File: src/rtl/arith_pkg.sv
// Shared types and constants for the time-shared (x1 + x3) * x2 sequencer.
package arith_pkg;

    localparam int unsigned DEF_W = 8;
    localparam int unsigned N_REQ = 2;

    typedef enum logic [1:0] {
        IDLE = 2'd0,
        SUM  = 2'd1,
        MUL  = 2'd2,
        DONE = 2'd3
    } state_e;

endpackage : arith_pkg

File: src/rtl/cla_adder_w.sv
// W-bit carry-lookahead adder built from a parallel-prefix (Kogge-Stone) carry network.
module cla_adder_w import arith_pkg::*; #(
    parameter int unsigned W = DEF_W
) (
    input  logic [W-1:0] a,
    input  logic [W-1:0] b,
    input  logic         cin,
    output logic [W-1:0] sum,
    output logic         cout
);

    logic [W-1:0] p0;
    logic [W-1:0] gg;
    logic [W-1:0] pp;
    logic [W-1:0] ng;
    logic [W-1:0] np;
    logic [W:0]   c;

    // Prefix tree of group generate/propagate, then carries from cin.
    always_comb begin
        p0 = a ^ b;
        gg = a & b;
        pp = p0;
        ng = '0;
        np = '0;
        c  = '0;
        for (int d = 1; d < int'(W); d = d * 2) begin
            ng = gg;
            np = pp;
            for (int i = 0; i < int'(W); i++) begin
                if (i >= d) begin
                    ng[i] = gg[i] | (pp[i] & gg[i-d]);
                    np[i] = pp[i] & pp[i-d];
                end
            end
            gg = ng;
            pp = np;
        end
        c[0] = cin;
        for (int i = 0; i < int'(W); i++) begin
            c[i+1] = gg[i] | (pp[i] & cin);
        end
    end

    assign sum  = p0 ^ c[W-1:0];
    assign cout = c[W];

endmodule : cla_adder_w

File: src/rtl/arith_seq_ctrl.sv
// Round-robin sequencer computing y = (x1 + x3) * x2 mod 2^W on one shared adder.
module arith_seq_ctrl import arith_pkg::*; #(
    parameter int unsigned W = DEF_W
) (
    input  logic               clk,
    input  logic               rst,
    input  logic [N_REQ-1:0]   req_valid,
    output logic [N_REQ-1:0]   req_ready,
    input  logic [N_REQ*W-1:0] req_x1,
    input  logic [N_REQ*W-1:0] req_x2,
    input  logic [N_REQ*W-1:0] req_x3,
    output logic               out_valid,
    input  logic               out_ready,
    output logic [W-1:0]       out_y,
    output logic               out_id,
    output logic               busy
);

    localparam int unsigned CW = (W > 1) ? $clog2(W) : 1;

    state_e          state_q, state_d;
    logic            ptr_q, ptr_d;
    logic [CW-1:0]   cnt_q, cnt_d;
    logic [W-1:0]    x1_q, x1_d;
    logic [W-1:0]    x2_q, x2_d;
    logic [W-1:0]    x3_q, x3_d;
    logic [W-1:0]    s_q, s_d;
    logic [W-1:0]    acc_q, acc_d;
    logic            id_q, id_d;
    logic [W-1:0]    out_y_q, out_y_d;
    logic            out_valid_q, out_valid_d;
    logic            busy_q, busy_d;

    logic            any_req_c;
    logic            grant_c;
    logic [W-1:0]    add_a_c;
    logic [W-1:0]    add_b_c;
    logic [W-1:0]    add_sum_c;
    logic            add_cout_c;
    logic            unused_cout_c;

    // Round-robin pick: on contention favour the requester not granted last.
    always_comb begin
        any_req_c = |req_valid;
        if (req_valid == 2'b11) begin
            grant_c = ~ptr_q;
        end else begin
            grant_c = req_valid[1];
        end
        req_ready = '0;
        if (state_q == IDLE && any_req_c) begin
            req_ready[grant_c] = 1'b1;
        end
    end

    // Adder operands: pre-sum in SUM, gated shifted partial product in MUL.
    always_comb begin
        add_a_c = '0;
        add_b_c = '0;
        case (state_q)
            SUM: begin
                add_a_c = x1_q;
                add_b_c = x3_q;
            end
            MUL: begin
                add_a_c = acc_q;
                add_b_c = x2_q[cnt_q] ? (s_q << cnt_q) : '0;
            end
            default: ;
        endcase
    end

    cla_adder_w #(.W(W)) u_adder (
        .a    (add_a_c),
        .b    (add_b_c),
        .cin  (1'b0),
        .sum  (add_sum_c),
        .cout (add_cout_c)
    );

    // Carry-out of the modular arithmetic is intentionally dropped.
    assign unused_cout_c = add_cout_c;

    // Next-state and datapath register updates.
    always_comb begin
        state_d     = state_q;
        ptr_d       = ptr_q;
        cnt_d       = cnt_q;
        x1_d        = x1_q;
        x2_d        = x2_q;
        x3_d        = x3_q;
        s_d         = s_q;
        acc_d       = acc_q;
        id_d        = id_q;
        out_y_d     = out_y_q;
        out_valid_d = out_valid_q;
        case (state_q)
            IDLE: begin
                if (any_req_c) begin
                    state_d = SUM;
                    ptr_d   = grant_c;
                    id_d    = grant_c;
                    x1_d    = grant_c ? req_x1[2*W-1:W] : req_x1[W-1:0];
                    x2_d    = grant_c ? req_x2[2*W-1:W] : req_x2[W-1:0];
                    x3_d    = grant_c ? req_x3[2*W-1:W] : req_x3[W-1:0];
                    acc_d   = '0;
                    cnt_d   = '0;
                end
            end
            SUM: begin
                s_d     = add_sum_c;
                cnt_d   = '0;
                state_d = MUL;
            end
            MUL: begin
                acc_d = add_sum_c;
                if (cnt_q == CW'(W - 1)) begin
                    state_d     = DONE;
                    out_y_d     = add_sum_c;
                    out_valid_d = 1'b1;
                end else begin
                    cnt_d = cnt_q + CW'(1);
                end
            end
            DONE: begin
                if (out_ready) begin
                    state_d     = IDLE;
                    out_valid_d = 1'b0;
                end
            end
            default: state_d = IDLE;
        endcase
        busy_d = (state_d != IDLE);
    end

    // State and datapath registers with asynchronous abort.
    always_ff @(posedge clk or posedge rst) begin
        if (rst) begin
            state_q     <= IDLE;
            ptr_q       <= 1'b1;
            cnt_q       <= '0;
            x1_q        <= '0;
            x2_q        <= '0;
            x3_q        <= '0;
            s_q         <= '0;
            acc_q       <= '0;
            id_q        <= 1'b0;
            out_y_q     <= '0;
            out_valid_q <= 1'b0;
            busy_q      <= 1'b0;
        end else begin
            state_q     <= state_d;
            ptr_q       <= ptr_d;
            cnt_q       <= cnt_d;
            x1_q        <= x1_d;
            x2_q        <= x2_d;
            x3_q        <= x3_d;
            s_q         <= s_d;
            acc_q       <= acc_d;
            id_q        <= id_d;
            out_y_q     <= out_y_d;
            out_valid_q <= out_valid_d;
            busy_q      <= busy_d;
        end
    end

    assign out_valid = out_valid_q;
    assign out_y     = out_y_q;
    assign out_id    = id_q;
    assign busy      = busy_q;

endmodule : arith_seq_ctrl

File: config.mk
export PLATFORM = sky130hd
export DESIGN_NAME = arith_seq_ctrl
export DESIGN_NICKNAME = d
export VERILOG_FILES = /design/src/rtl/arith_pkg.sv /design/src/rtl/cla_adder_w.sv /design/src/rtl/arith_seq_ctrl.sv
export SDC_FILE = /design/constraint.sdc
export NUM_CORES = 1
export LEC_CHECK = 0
export BUFFER_PORTS_ARGS = -buffer_cell sky130_fd_sc_hd__buf_2
export CORE_MARGIN = 2
export CORE_UTILIZATION = 30
export CTS_CLUSTER_DIAMETER = 40
export CTS_CLUSTER_SIZE = 16
export DETAILED_ROUTE_END_ITERATION = 7
export PLACE_DENSITY = 0.59
export SYNTH_ARGS = -nofsm -noshare
export SYNTH_HDL_FRONTEND = slang
export SYNTH_SLANG_ARGS = --single-unit
File: constraint.sdc
create_clock -name clk -period 3.4 [get_ports clk]
set_clock_uncertainty 0.2 [all_clocks]
set_input_delay 0 -clock clk [delete_from_list [all_inputs] [get_ports clk]]
set_output_delay 0 -clock clk [all_outputs]
set_load 0.03 [all_outputs]
==> results of run 1 <==
[cells by family (layout without fill, tap and decap cells)]
logic type	count (synthesis)	count (layout)	share of synthesized area, %
fa+ha+maj	16	16	6.23
simple gates	74	74	9.80
buf+inv	61	189	7.10
flops	57	57	42.8
xor+xnor	4	4	1.05
mux	30	30	11.7
compound gates	101	101	21.3
[area by class of cell]
type | instances | area share [%]
clock buffers | 12 | 3.31
clock inverters | 4 | 2.11
inverters | 40 | 3.20
multi-input cells | 225 | 36.2
flip-flops and latches | 57 | 30.5
well taps | 140 | 3.74
repair buffers | 133 | 20.9
[final timing paths]
kind | endpoint | cells after the start
worst max-delay path | out_y[7]$_DFFE_PP0P_ | 11
worst min-delay path | out_y[4]$_DFFE_PP0P_ | 3
worst max register to register | out_y[7]$_DFFE_PP0P_ | 11
worst min register to register | out_y[1]$_DFFE_PP0P_ | 2
max in group asynchronous | acc_q[5]$_DFFE_PP0P_ | 4
min in group clk | x2_q[0]$_DFFE_PP0P_ | 4
[state kept, by name, summed over array words and instances, names as in the netlist]
register / count
busy: 1
x1_q: 8
ptr_q: 1
out_y: 8
out_id: 1
x3_q: 8
cnt_q: 3
s_q: 8
x2_q: 8
acc_q: 8
state_q: 2
out_valid: 1
[where the power goes]
group | total, W | switching, W | internal (W)
logic | 0.00197 | 0.00104 | 0.000934
registers | 0.00115 | 0.000213 | 0.000939
clock network | 0.000807 | 0.000278 | 0.000529
total | 0.00393 | 0.00153 | 0.00240
[placed cells by master, fill, tap and decap left out, types with 4 or more instances in the layout]
master and instances:
dlygate4sd3_1 53, nor2_1 27, mux2_2 12, a222oi_1 24
inv_1 38, buf_4 14, nand2_1 25, a22oi_1 12
o21ai_1 4, nor2b_1 4, a21oi_1 15, dfrtp_1 56
o21ai_0 23, xnor2_1 4, nand3_1 4, clkbuf_8 11
mux2i_1 12, ha_1 14, buf_2 65
[routing by layer]
layer	wire length [um]	share of wire [%]
met2	5120	50
met5	0	0
met1	4420	43
met4	141	1.4
met3	480	4.7
[critical path, cell delays in order, from the launching register on]
cell	delay, ns
dfrtp_1	0.38
buf_4	0.25
mux4_2	0.52
mux2i_1	0.16
nor2_1	0.07
a21oi_1	0.15
nor2_1	0.08
ha_1	0.22
or4_1	0.53
o211ai_1	0.11
xnor2_1	0.14
mux2_1	0.29
[per-stage QoR]
stage          hold WS [ns]  util (%)  cells  power (W)  TNS [ns]
2_1_floorplan       -0.0747         -    343    0.00222         0
3_3_place_gp       -0.00398      35.8    542    0.00276         0
3_5_place_dp        0.00790      35.8    542    0.00278         0
4_1_cts               0.172      43.1    611    0.00389         0
5_1_grt               0.237      43.2    611    0.00420   -0.0239
6_report              0.150      43.2    611    0.00393         0
[timing repair]
action	in CTS	in global routing
hold buffers	53	0
endpoints found under the setup margin	0	12
hold endpoints to repair	62	0
resized for setup	0	10
buffers inserted	0	0
==> run metrics, run 1 <==
Filler Cell Count=roughly 1,100; htree depth=3; Crit. Startpoint=cnt_q[0]$_DFFE_PP0P_; Synth Warn #=0; routability-driven placement congestion ratio=0.919; worst skew pair latency=roughly 0.34 ns; Rel. slew slack=24.5%; ANT nets after route=0; Setup Crit Path Kind=reg -> reg; top cells by count, synth=56 x dfrtp_1, 40 x inv_1, 27 x nor2_1; chip width=approximately 110 um; drt pass-1 iters=6; Synth Area per Inst=roughly 10 sq um; Area contributors post-synth=dfrtp_1 42%, a222oi_1 7.2%, ha_1 5.6%; routing usage on met1=22.8%; initial antenna violation count=0; Seq cells post-synth=between 50 and 60; Clock Tree Root=clkbuf_8; Peak Freq=~310 MHz; worst min path class=in -> async; via count=between 3,000 and 4,000; core box area=~11,000 sq um; global router's overall resource usage=between 15 and 20%; Sink Count=57; area growth from synthesis to layout=40.6%; area post-placement=around 3900 sq um; largest net degree at the start of global routing=37; sequential element share of the synthesized area=a little over two fifths; Post-synth EDFFs=0; # IOs=66; reg2reg start=cnt_q[0]$_DFFE_PP0P_; Final Cycle Share=94.4%; Critical Path AT=roughly 3.2 ns; vias in the first global route=around 3,200; Total Wirelength=10,200 um; hpwl dp=roughly 6900 um; ANT cells=0; WL/cell=between 15 and 20 um; Startpoint Class=register; post-synth top area share=42.1%; count of final hold-check violations=0; Final WS setup=around 0.19 ns; CP required=approximately 3.4 ns; post-synthesis cell area=3330 sq um; grt ovf=0; row count=38; Syn Nets=between 400 and 500; status=finished, final reports clean; ys async rst share=between 90% and 100%; Final Cell Area=around 4700 sq um; max cap viols=0; leakage=approximately 2.3 nW; Unique masters post-synth=44; Starting Density=around 31%; share of post-route cells with drive strength above 1=26.1%; Slew Viols, Final=0; Setup violations, final=0; met3 usage=4.15%; pre-CTS setup slack=0.159 ns; TritonCTS buffer count=9; Synth area leader=dfrtp_1; Port Buffers=65; grt peak-use layer=met2; Multi-input gate area=between 1500 and 2000 sq um; R2R setup slack=roughly 0.19 ns; TritonCTS clock tree=done; fin nets=around 540; Max FO, Critical Path=16; CP endpoint kind=register; maximum vdd drop=around 420 uV; Tmin final=3.21 ns; Die Area=~12,000 sq um; PD cells=about 840 nW/um^2; die height=between 100 and 150 um; worst-margin pin slew=1.13 ns; Vias per Instance=5.26; Synth Instances=between 300 and 400; DRC errors left=0; clock-pin slew of the registers on the worst-case setup and hold paths=roughly 0.07 ns; global-route wire length before repair=between 15,000 and 20,000 um; DRT iter0 DRCs=241; M2 GR Usage=28.7%; CTS Buffer Depth=2; Main synth FF type=dfrtp_1; most common cell in the netlist=dfrtp_1; Sequential Area=approximately 1400 sq um
(Power assumes the default switching activity.)
==> run 2, diff against run 1 <==
--- a/config.mk
+++ b/config.mk
@@ -11,7 +11,8 @@
 export CTS_CLUSTER_DIAMETER = 40
 export CTS_CLUSTER_SIZE = 16
 export DETAILED_ROUTE_END_ITERATION = 7
-export PLACE_DENSITY = 0.59
+export PLACE_DENSITY = 0.6
 export SYNTH_ARGS = -nofsm -noshare
 export SYNTH_HDL_FRONTEND = slang
+export SYNTH_HIERARCHICAL = 1
 export SYNTH_SLANG_ARGS = --single-unit
==> run metrics, run 2 <==
status=finished, final reports clean (unchanged); Rel. slew slack=28.9% (was 24.5%); final core occ=42.5% (was 43.2%); row count=37 (was 38); initial antenna violation count=0 (unchanged); Setup violations, final=0 (unchanged); chip width=107 um (was 109 um); DRT iter0 DRCs=281 (was 241); Clock Tree Root=clkbuf_8 (unchanged); die height=107 um (was 109 um); ANT cells=0 (unchanged); # IOs=66 (unchanged); Crit. Startpoint=cnt_q[1]$_DFFE_PP0P_ (was cnt_q[0]$_DFFE_PP0P_); maximum vdd drop=444 uV (was 422 uV); CP endpoint kind=register (unchanged); largest net degree at the start of global routing=36 (was 37); worst-margin pin slew=1.07 ns (was 1.13 ns); Psw=0.00144 W (was 0.00153 W); Peak Freq=313 MHz (was 312 MHz); DRC errors left=0 (unchanged); Filler Cell Count=979 (was 1,056); Startpoint Class=register (unchanged); post-synthesis cell area=3180 sq um (was 3330 sq um); unrepaired setup endpoints after global routing=false; Total Wirelength=8680 um (was 10,200 um); Die Area=11,400 sq um (was 12,000 sq um); Sequential Power Share=32.2% (was 29.3%); worst skew pair latency=0.35 ns (was 0.34 ns); PD cells=829 nW/um^2 (was 839 nW/um^2); area growth from synthesis to layout=38.0% (was 40.6%); max cap viols=0 (unchanged); grt ovf=0 (unchanged); Critical Path AT=3.22 ns (was 3.23 ns); global-route wire length before repair=14,700 um (was 15,900 um); Setup Crit Path Kind=reg -> reg (unchanged); most frequent cells in the layout=65 x buf_2, 56 x dfrtp_1, 52 x dlygate4sd3_1 (was 65 x buf_2, 56 x dfrtp_1, 53 x dlygate4sd3_1); vias in the first global route=2,926 (was 3,155); post-CTS setup repair buffer count=0 (unchanged); TritonCTS buffer count=9 (unchanged); drt pass-1 iters=6 (unchanged); Tmin final=3.20 ns (was 3.21 ns); clock group share of total power=17.1% (was 20.5%); TritonCTS clock tree=done (unchanged); hpwl dp=5980 um (was 6860 um); htree depth=3 (unchanged); ANT nets after route=0 (unchanged); via count=2,897 (was 3,212); Synth Instances=294 (was 343); combinational share of power=50.7% (was 50.2%); share of post-route cells with drive strength above 1=28.6% (was 26.1%); non-filler cells, final=555 (was 611); cell-internal power=0.00219 W (was 0.00240 W); WL/cell=15.6 um (was 16.6 um); core box area=10,300 sq um (was 10,800 sq um); final setup TNS=0 ns (unchanged); Final Cycle Share=94.0% (was 94.4%); worst min path class=in -> async (unchanged); Port Buffers=65 (unchanged); sw frac=39.7% (was 38.9%); Vias per Instance=5.22 (was 5.26); total power=0.00364 W (was 0.00393 W); Synth Area per Inst=10.8 sq um (was 9.71 sq um); Starting Density=30.8% (was 30.7%); placed insts=487 (was 542); Slew Viols, Final=0 (unchanged); fin nets=483 (was 535); clock-pin slew of the registers on the worst-case setup and hold paths=0.07 ns (about the same); routability-driven placement congestion ratio=0.879 (was 0.919); Sink Count=57 (unchanged); CP required=3.42 ns (was 3.43 ns); reg2reg start=cnt_q[1]$_DFFE_PP0P_ (was cnt_q[0]$_DFFE_PP0P_); leading cell type in the layout, fill and taps excluded=buf_2 (unchanged); leakage=2.16 nW (was 2.26 nW); count of final hold-check violations=0 (unchanged); CTS Buffer Depth=2 (unchanged); global router's overall resource usage=16.4% (was 17.5%); Max FO, Critical Path=10 (was 16); Synth Warn #=6 (was 0)
[run 2: final timing paths]
kind	to	depth (start not counted)	slack, ns
min in group clk	ptr_q$_DFFE_PP1N_	5	0.09
setup reg to reg	s_q[7]$_DFFE_PP0N_	11	0.20
hold reg to reg	out_id$_DFFE_PP0N_	1	0.30
setup / recovery	s_q[7]$_DFFE_PP0N_	11	0.20
hold / removal	cnt_q[1]$_DFFE_PP0P_	3	0.01
max in group asynchronous	ptr_q$_DFFE_PP1N_	4	2.14
[run 2: stage by stage]
stage	hold slack (ns)	instance area, sq um	worst slack [ns]
2_1_floorplan	-0.0747	3180	0.284
3_3_place_gp	-0.144	3670	0.255
3_5_place_dp	-0.140	3670	0.229
4_1_cts	0.0385	4380	0.197
5_1_grt	0.0466	4380	0.00191
6_report	0.0132	4380	0.205
[run 2: final cells by class]
type	count	area, sq um	area share (%)
multi-input combinational	187	1550	35.4
sequential	57	1430	32.6
timing repair buffer	127	921	21.0
tap	136	170	3.88
clock buffer	13	149	3.40
inverter	32	124	2.83
clock inverter	3	40.0	0.913
[run 2: routing by layer]
| metal | vias up | share of wire, % | GRT usage, % | routed length, um |
|---|---|---|---|---|
| met5 | - | 0 | 0 | 0 |
| met4 | 0 | 1.7 | 5.66 | 148 |
| met3 | 15 | 4.4 | 3.95 | 380 |
| met2 | 88 | 50 | 26.8 | 4310 |
| met1 | 1444 | 44 | 21.3 | 3840 |
| li1 | 1350 | - | - | - |
[run 2: worst max-delay path, cell delays in order (launching register included)]
cell and delay [ns]:
dfrtp_1 0.55, buf_4 0.23, mux2i_1 0.27, mux2i_1 0.11, a22oi_1 0.18, nor2_1 0.06, ha_1 0.32, nand3_1 0.16
o2111ai_2 0.18, a221o_1 0.37, xor2_1 0.16, mux2_2 0.27
[run 2: power groups by stage]
stage	clock network (W)	registers [W]	logic, W
after floorplan	0	0.00115	0.00112
after global placement	0	0.00117	0.00150
after detailed placement	0	0.00117	0.00153
after CTS	0.000637	0.00117	0.00181
after global routing	0.000681	0.00121	0.00203
final	0.000622	0.00117	0.00184
[run 2: what timing repair did]
item,4_1_cts,5_1_grt
endpoints found under the hold margin,49,0
hold buffers,52,0
setup endpoints to repair,0,1
gates resized for setup,0,1
